$ cat src/rtl/z80_read_cycle_ctrl.sv
// z80_read_cycle_ctrl: synchronizes Z80 read/int-ack strobes, drives one-hot data-in selects
// and stretches each cycle with WAIT_n for a per-target count.
module z80_read_cycle_ctrl #(
  parameter logic [3:0] ROM_PAGE     = 4'hF,
  parameter logic [7:0] LED_PORT     = 8'hFF,
  parameter logic [7:0] IOBYTE_PORT  = 8'hEF,
  parameter int unsigned ROM_WAIT     = 6,
  parameter int unsigned RAM_WAIT     = 4,
  parameter int unsigned IO_WAIT      = 12,
  parameter int unsigned HOLD_TIMEOUT = 1023
) (
  input  logic        pll0_250MHz,
  input  logic        n_reset,
  input  logic        cpu_mreq_n,
  input  logic        cpu_iorq_n,
  input  logic        cpu_rd_n,
  input  logic        cpu_m1_n,
  input  logic [15:0] cpu_addr,
  input  logic        boot_rom_en,
  input  logic        cpu_reset_req,
  output logic        rom_cs,
  output logic        ram_cs,
  output logic        inPortcon_cs,
  output logic        inLED_cs,
  output logic        iobyteIn_cs,
  output logic        reset_cs,
  output logic        cpu_wait_n,
  output logic        timeout_err
);
  typedef enum logic [2:0] {S_IDLE, S_DECODE, S_WAIT, S_HOLD, S_RELEASE} state_t;
  typedef enum logic [1:0] {K_MEM, K_IO, K_INT} kind_t;
  state_t state_q, state_d;
  kind_t kind_q, kind_d;
  logic [3:0] sync1_q, sync2_q;
  logic [5:0] cs_q, cs_d;
  logic [5:0] wait_cnt_q, wait_cnt_d, dec_wait;
  logic [9:0] hold_cnt_q, hold_cnt_d;
  logic [4:0] dec_sel;
  logic [7:0] port;
  logic wait_n_q, wait_n_d, err_q, err_d, armed_q, armed_d;
  logic mreq, iorq, rd, m1, mem_rd, io_rd, int_ack, cyc, start, active, timeout, is_rom;

  // synced strobes, active-high: {m1, rd, iorq, mreq}
  assign {m1, rd, iorq, mreq} = ~sync2_q;
  assign mem_rd  = mreq & rd;
  assign io_rd   = iorq & rd & !m1;
  assign int_ack = iorq & m1;
  assign cyc     = mem_rd | io_rd | int_ack;
  // armed_q means the strobes have been idle since the last accepted or rejected cycle
  assign start   = armed_q & cyc & !(mem_rd & io_rd) & !cpu_reset_req;
  assign port    = cpu_addr[7:0];
  assign is_rom  = boot_rom_en && ((cpu_addr >> 12) == {12'd0, ROM_PAGE});
  assign active  = (kind_q == K_MEM) ? mem_rd : (kind_q == K_IO) ? (iorq & rd) : iorq;
  assign timeout = active && (hold_cnt_q == 10'(HOLD_TIMEOUT - 1));
  assign dec_sel = int_ack ? 5'b00100 :
                   io_rd   ? ((port == LED_PORT) ? 5'b01000 : (port == IOBYTE_PORT) ? 5'b10000 : 5'b00100) :
                   is_rom  ? 5'b00001 : 5'b00010;
  assign dec_wait = (int_ack | io_rd) ? 6'(IO_WAIT) : is_rom ? 6'(ROM_WAIT) : 6'(RAM_WAIT);

  always_ff @(posedge pll0_250MHz) begin
    if (!n_reset) begin
      sync1_q    <= '1;
      sync2_q    <= '1;
      state_q    <= S_IDLE;
      kind_q     <= K_MEM;
      cs_q       <= '0;
      wait_cnt_q <= '0;
      hold_cnt_q <= '0;
      wait_n_q   <= 1'b1;
      err_q      <= 1'b0;
      armed_q    <= 1'b1;
    end else begin
      sync1_q    <= {cpu_m1_n, cpu_rd_n, cpu_iorq_n, cpu_mreq_n};
      sync2_q    <= sync1_q;
      state_q    <= state_d;
      kind_q     <= kind_d;
      cs_q       <= cs_d;
      wait_cnt_q <= wait_cnt_d;
      hold_cnt_q <= hold_cnt_d;
      wait_n_q   <= wait_n_d;
      err_q      <= err_d;
      armed_q    <= armed_d;
    end
  end

  always_comb begin
    state_d = state_q;
    case (state_q)
      S_IDLE:           state_d = start ? S_DECODE : S_IDLE;
      S_DECODE, S_WAIT: state_d = (wait_cnt_q > 6'd1) ? S_WAIT : S_HOLD;
      S_HOLD:           state_d = (!active || timeout) ? S_RELEASE : S_HOLD;
      default:          state_d = S_IDLE;
    endcase
    if (cpu_reset_req) state_d = S_IDLE;
  end

  always_comb begin
    kind_d     = start ? (int_ack ? K_INT : io_rd ? K_IO : K_MEM) : kind_q;
    cs_d       = cpu_reset_req ? 6'b100000 :
                 (state_d == S_DECODE) ? {1'b0, dec_sel} :
                 (state_d == S_WAIT || state_d == S_HOLD) ? cs_q : 6'b0;
    wait_n_d   = (state_d == S_DECODE) ? (dec_wait == 6'd0) : (state_d != S_WAIT);
    wait_cnt_d = (state_q == S_IDLE) ? dec_wait : (wait_cnt_q != 6'd0) ? wait_cnt_q - 6'd1 : 6'd0;
    hold_cnt_d = (state_q != S_HOLD) ? 10'd0 : (hold_cnt_q == '1) ? hold_cnt_q : hold_cnt_q + 10'd1;
    err_d      = err_q | (state_q == S_HOLD && timeout);
    armed_d    = !cyc || (armed_q && !(state_q == S_IDLE && !cpu_reset_req));
  end

  assign {reset_cs, iobyteIn_cs, inLED_cs, inPortcon_cs, ram_cs, rom_cs} = cs_q;
  assign cpu_wait_n  = wait_n_q;
  assign timeout_err = err_q;
endmodule

$ cat config.mk
export PLATFORM = sky130hd
export DESIGN_NAME = z80_read_cycle_ctrl
export DESIGN_NICKNAME = d
export VERILOG_FILES = /design/src/rtl/z80_read_cycle_ctrl.sv
export SDC_FILE = /design/constraint.sdc
export NUM_CORES = 1
export LEC_CHECK = 0
export CAP_MARGIN = 20
export CORE_ASPECT_RATIO = 1.25
export CORE_MARGIN = 2
export CORE_UTILIZATION = 45
export CTS_CLUSTER_SIZE = 40
export DETAILED_ROUTE_END_ITERATION = 16
export GPL_TIMING_DRIVEN = 0
export PLACE_DENSITY = 0.81
export SETUP_SLACK_MARGIN = 0.1
export SLEW_MARGIN = 20
export SYNTH_ARGS = -nofsm -noshare
export SYNTH_HDL_FRONTEND = slang
export SYNTH_SLANG_ARGS = --single-unit
$ cat constraint.sdc
create_clock -name pll0_250MHz -period 1.58 [get_ports pll0_250MHz]
set_clock_uncertainty 0.1 [all_clocks]
set_input_delay 0.158 -clock pll0_250MHz [delete_from_list [all_inputs] [get_ports pll0_250MHz]]
set_output_delay 0.158 -clock pll0_250MHz [all_outputs]
set_load 0.1 [all_outputs]
Word level (Yosys, flattened, before mapping)
Index checks and enable logic that the tools add are counted.

word-level totals
  register bits after elaboration = 38

operators by class
  $add $sub $neg = 2
  order comparisons = 1
  equal/unequal tests = 16
  mux-type cells = 22
  bitwise operators = 14
  reductions and logical operators = 21

operators by type and width
  cell                                                                              number
  6-bit 2-to-1 mux                                                                  5
  10-bit equality test (second input constant)                                      2
  5-bit 2-to-1 mux                                                                  4
  8-bit equality test (second input constant)                                       2
  3-bit by 2-bit equality test with 1-bit output (second input constant)            4
  10-bit by 1-bit adder with 10-bit output (second input constant)                  1
  3-bit one-hot mux with 3 select lines                                             1
  1-bit bitwise AND                                                                 8
  3-bit by 1-bit equality test with 1-bit output (second input constant)            2
  6-bit by 1-bit greater-than comparator with 1-bit output (second input constant)  1
  1-bit zero test                                                                   6
  6-bit zero test                                                                   1
  1-bit 2-to-1 mux                                                                  6
  2-bit 2-to-1 mux                                                                  3
  3-bit 2-to-1 mux                                                                  2
  3-bit by 2-bit inequality test with 1-bit output (second input constant)          2
  6-bit nonzero test                                                                1
  2-bit OR reduction                                                                3
  6-bit by 1-bit subtractor with 6-bit output (second input constant)               1
  1-bit logical AND                                                                 5
  4-bit equality test (second input constant)                                       1
  4-bit 2-to-1 mux                                                                  1
  4-bit inverter                                                                    1
  1-bit bitwise OR                                                                  4
  other kinds (7)                                                                   9

Depth between registers and ports, before layout
  depth in word-level cells = 16
  gate-level depth with buffers = 6
  depth with buffers taken out = 5

Worst setup path before layout
No wires, ideal clock.

  path type = flip-flop to flip-flop
  start = register, netlist name cs_q[5]
  end = register cs_q[5]
  setup time = 0.101 ns
  arrival time = 1.389 ns
  required time = 1.379 ns
  slack = -0.010 ns
  cell stages (with the launch flop) = 3
  path through = dfxtp_1 inv_1 o41ai_1

RTL lines
  what                  line  text
  end signal, assigned  77    cs_q <= cs_d;
  end, declared         35    logic [5:0] cs_q, cs_d;

Final worst setup path
  start = register state_q[2]
  end = register cs_q[4]

between the ends
  longest elaborated chain between the ends = 7
  elaborated cells between the ends (all ways) = 13

ends and longest elaborated chain
  what                                                                                                                     line  text
  start, declared                                                                                                          32    state_t state_q, state_d;
  start signal, assigned                                                                                                   75    state_q <= state_d;
  3-bit by 1-bit equality test with 1-bit output / 3-bit by 2-bit equality test with 1-bit output (equally long branches)  88    case (state_q)
  2-bit OR reduction                                                                                                       88
  3-bit one-hot mux with 3 select lines (*)                                                                                88
  3-bit 2-to-1 mux (*)                                                                                                     94    if (cpu_reset_req) state_d = S_IDLE;
  3-bit by 2-bit equality test with 1-bit output                                                                           101   (state_d == S_WAIT || state_d == S_HOLD) ? cs_q : 6'b0;
  1-bit logical OR                                                                                                         101
  2-bit inequality test (no line)                                                                                          n/a

Mark *: on every way between the ends. The rest lies on a longest branch, timed or not.
A chain may end at the register's enable or synchronous reset.

==> impl_metrics.toml <==
[logic_synthesis]
synth_area_leader_cell = "dfxtp_1"
async_flop_share = 0
ys_seq_elements = 38
ys.flop_type = "dfxtp_1"
synth_area_per_cell_sq_um = 8.90
yosysWarnings = 0
synth_common_cells = "dfxtp_1 (38), nor2_1 (19), nand2_1 (16)"
yosysMostFrequentCell = "dfxtp_1"
yosys-top-cells-area = "dfxtp_1 (43%), nor2_1 (4.0%), ha_1 (3.5%)"
syn_nets = 230
yosysUniqueCellTypes = 53
synth_top_area_share = 0.425
synthCells = 201
seq_area_frac_synth = 0.425
synth_area_sq_um = 1790
synth-edff-count = 0

[clock_network]
path_clk_slew_ps = 70
cts_buffers = 5
cts.hold.buffers_added = 0
htreeDepth = 2
clk_path_buf_depth = 2
cts_tree = "done"
clkLatencyLatePin_ps = 290
cts_root_buf = "clkbuf_8"
clock_sinks = 38

[placement]
portBuffers = 26
place.gp.congestion = 0.809
dp_hpwl_um = 2730
place_area_sq_um = 2120

[critical_path]
max_stage_delay_ps = 360
critPathLaunchType = "flip-flop"
path_class = "flip-flop to flip-flop"
crit_path_end_kind = "flip-flop"
crit_required_ps = 1700
cp_slowest_cell = "or3b_4"
worstRegToRegCells = 5
crit_chain = "or3b_4 -> buf_6 -> nor3_4 -> a32oi_1 -> o21ai_1"
cp_data_arrival_time_ps = 1650
crit_fanout = 7

[sta]
rsz0062_at_grt = "true"
tns_ps = 0
timing.final.hold_violations = 0
max_freq_ghz = 0.654
worst_slew_pin_slew_ps = 546
period_needed_ps = 1530
final_max_slew_viol_count = 0
period_share = 0.968
slew_headroom = 0.637
setup_viol = 0

[final_layout]
syn_to_final_growth_pct = 34.9
final_area_sq_um = 2410
seq_area_sq_um = 788
layout-drive-gt1-share = 0.252
fill_cells = 321
n_antenna_cell = 0
multi_input_area_sq_um = 1030
nets = 275

[status]
status = "finished clean"

[grt]
grt_max_degree = 11
grt_pass1_wl_um = 6120
first_global_vias = 1390
grt_usage = 0.184
antenna_found_initial = 0
grt_overflow_total = 0

[power]
p_leak_nw = 0.890
seqPwrFrac = 0.557
clockPowerShare = 0.354
cellPowerDensity_nw_per_um2 = 729
p_sw_mw = 0.410
p_int_mw = 1.35
p_sw_frac = 0.233
combPwrFrac = 0.089
irDropWorstVdd_v = 0.000523

[worst_hold_path]
hold_depth = 2
hold_path.class = "input port to flip-flop"

[routing]
drt_iter0_drc = 36
vias_per_cell = 5.40
wire_per_inst_um = 13.9
antenna_left = 0
drc_errors = 0
drt_wl_total_um = 4170
vias = 1620
drtPass1Iterations = 4

[die]
rows = 25
io_pins = 32
dieArea_sq_um = 4500
die_h_um = 74.5
coreArea_sq_um = 3780
die_x_um = 60.4
start_util = 0.472

[flow_run]
drv_cap = 0
## through the flow
step	power [mW]	hold slack, ps	setup WS (ps)	utilization	cells
final	1.76	91.7	51.1	0.637	300
after global routing	1.82	106	-7.18	0.637	300
after CTS	1.77	83.8	56.3	0.608	291
after detailed placement	1.16	299	-224	0.560	281
after global placement	1.15	291	-243	0.560	281
after floorplan	1.09	154	126	-	201
## cell type report
| cell class | instances | share of cell area |
|---|---|---|
| well taps | 54 | 0.0280 |
| clock buffers | 7 | 0.0316 |
| plain buffers | 8 | 0.0275 |
| flip-flops and latches | 38 | 0.327 |
| inverters | 9 | 0.0140 |
| repair buffers | 38 | 0.144 |
| multi-input cells | 146 | 0.428 |
## worst paths after layout
kind	endpoint	slack, ps	startpoint
worst max-delay path	cs_q[4]	50	state_q[2]
worst min-delay path	sync1_q[1]	90	n_reset
worst max register to register	cs_q[4]	50	state_q[2]
worst min register to register	sync2_q[1]	310	sync1_q[1]
## routing by layer
metal / global-route usage / routed length [um] / up-vias / share of wire
met2: 0.324 / 2350 / 27 / 0.56
met1: 0.201 / 1650 / 778 / 0.39
li1: - / - / 808 / -
met5: 0 / 0 / - / 0
met4: 0.0790 / 68 / 0 / 0.016
met3: 0.0574 / 110 / 7 / 0.026
## critical path: cells and delay by family, from the launching register on
kind            cells  cell delay [ps]
buf+inv             1              140
simple gates        2              610
flops               1              340
compound gates      2              260
## timing repair
action,in CTS,in global routing
setup buffers,3,9
gates resized for setup,50,29
pin swaps,9,8
setup endpoints to repair,20,17
## cells by family after synthesis
family	share of synthesized area
flip-flops	0.425
XOR/XNOR	0.0490
AND/OR/NAND/NOR	0.272
buffers and inverters	0.0441
AO/OA/AOI/OAI	0.162
adder cells (fa/ha/maj)	0.0350
multiplexers	0.0119
## power by group through the flow
stage	combinational, mW	clock, mW	sequential (mW)
floorplan	0.0696	0	1.02
global placement	0.147	0	1.01
detailed placement	0.149	0	1.01
CTS	0.151	0.635	0.983
global route	0.168	0.671	0.980
finish	0.156	0.623	0.979
## registers in the layout (all words and copies together) (netlist names), 2 cells and up
| name | flops |
|---|---|
| hold_cnt_q | 10 |
| cs_q | 6 |
| wait_cnt_q | 6 |
| sync1_q | 4 |
| sync2_q | 4 |
| state_q | 3 |
| kind_q | 2 |
## cells in the final DEF (no fill, tap or decap), types with 4 or more instances in the layout
master,instances
clkbuf_8,5
clkdlybuf4s50_1,17
nand2_1,16
nand4_1,4
nand3_1,8
nor2_1,18
o21ai_1,7
nor3_1,5
inv_1,9
a32oi_1,5
nand2b_1,9
dfxtp_4,5
clkdlybuf4s18_2,4
dfxtp_2,7
xnor2_1,4
ha_1,4
or2b_1,4
xor2_1,6
dfxtp_1,26
buf_4,14
o21ai_0,4
No activity file was read; power rests on OpenSTA's default activity.
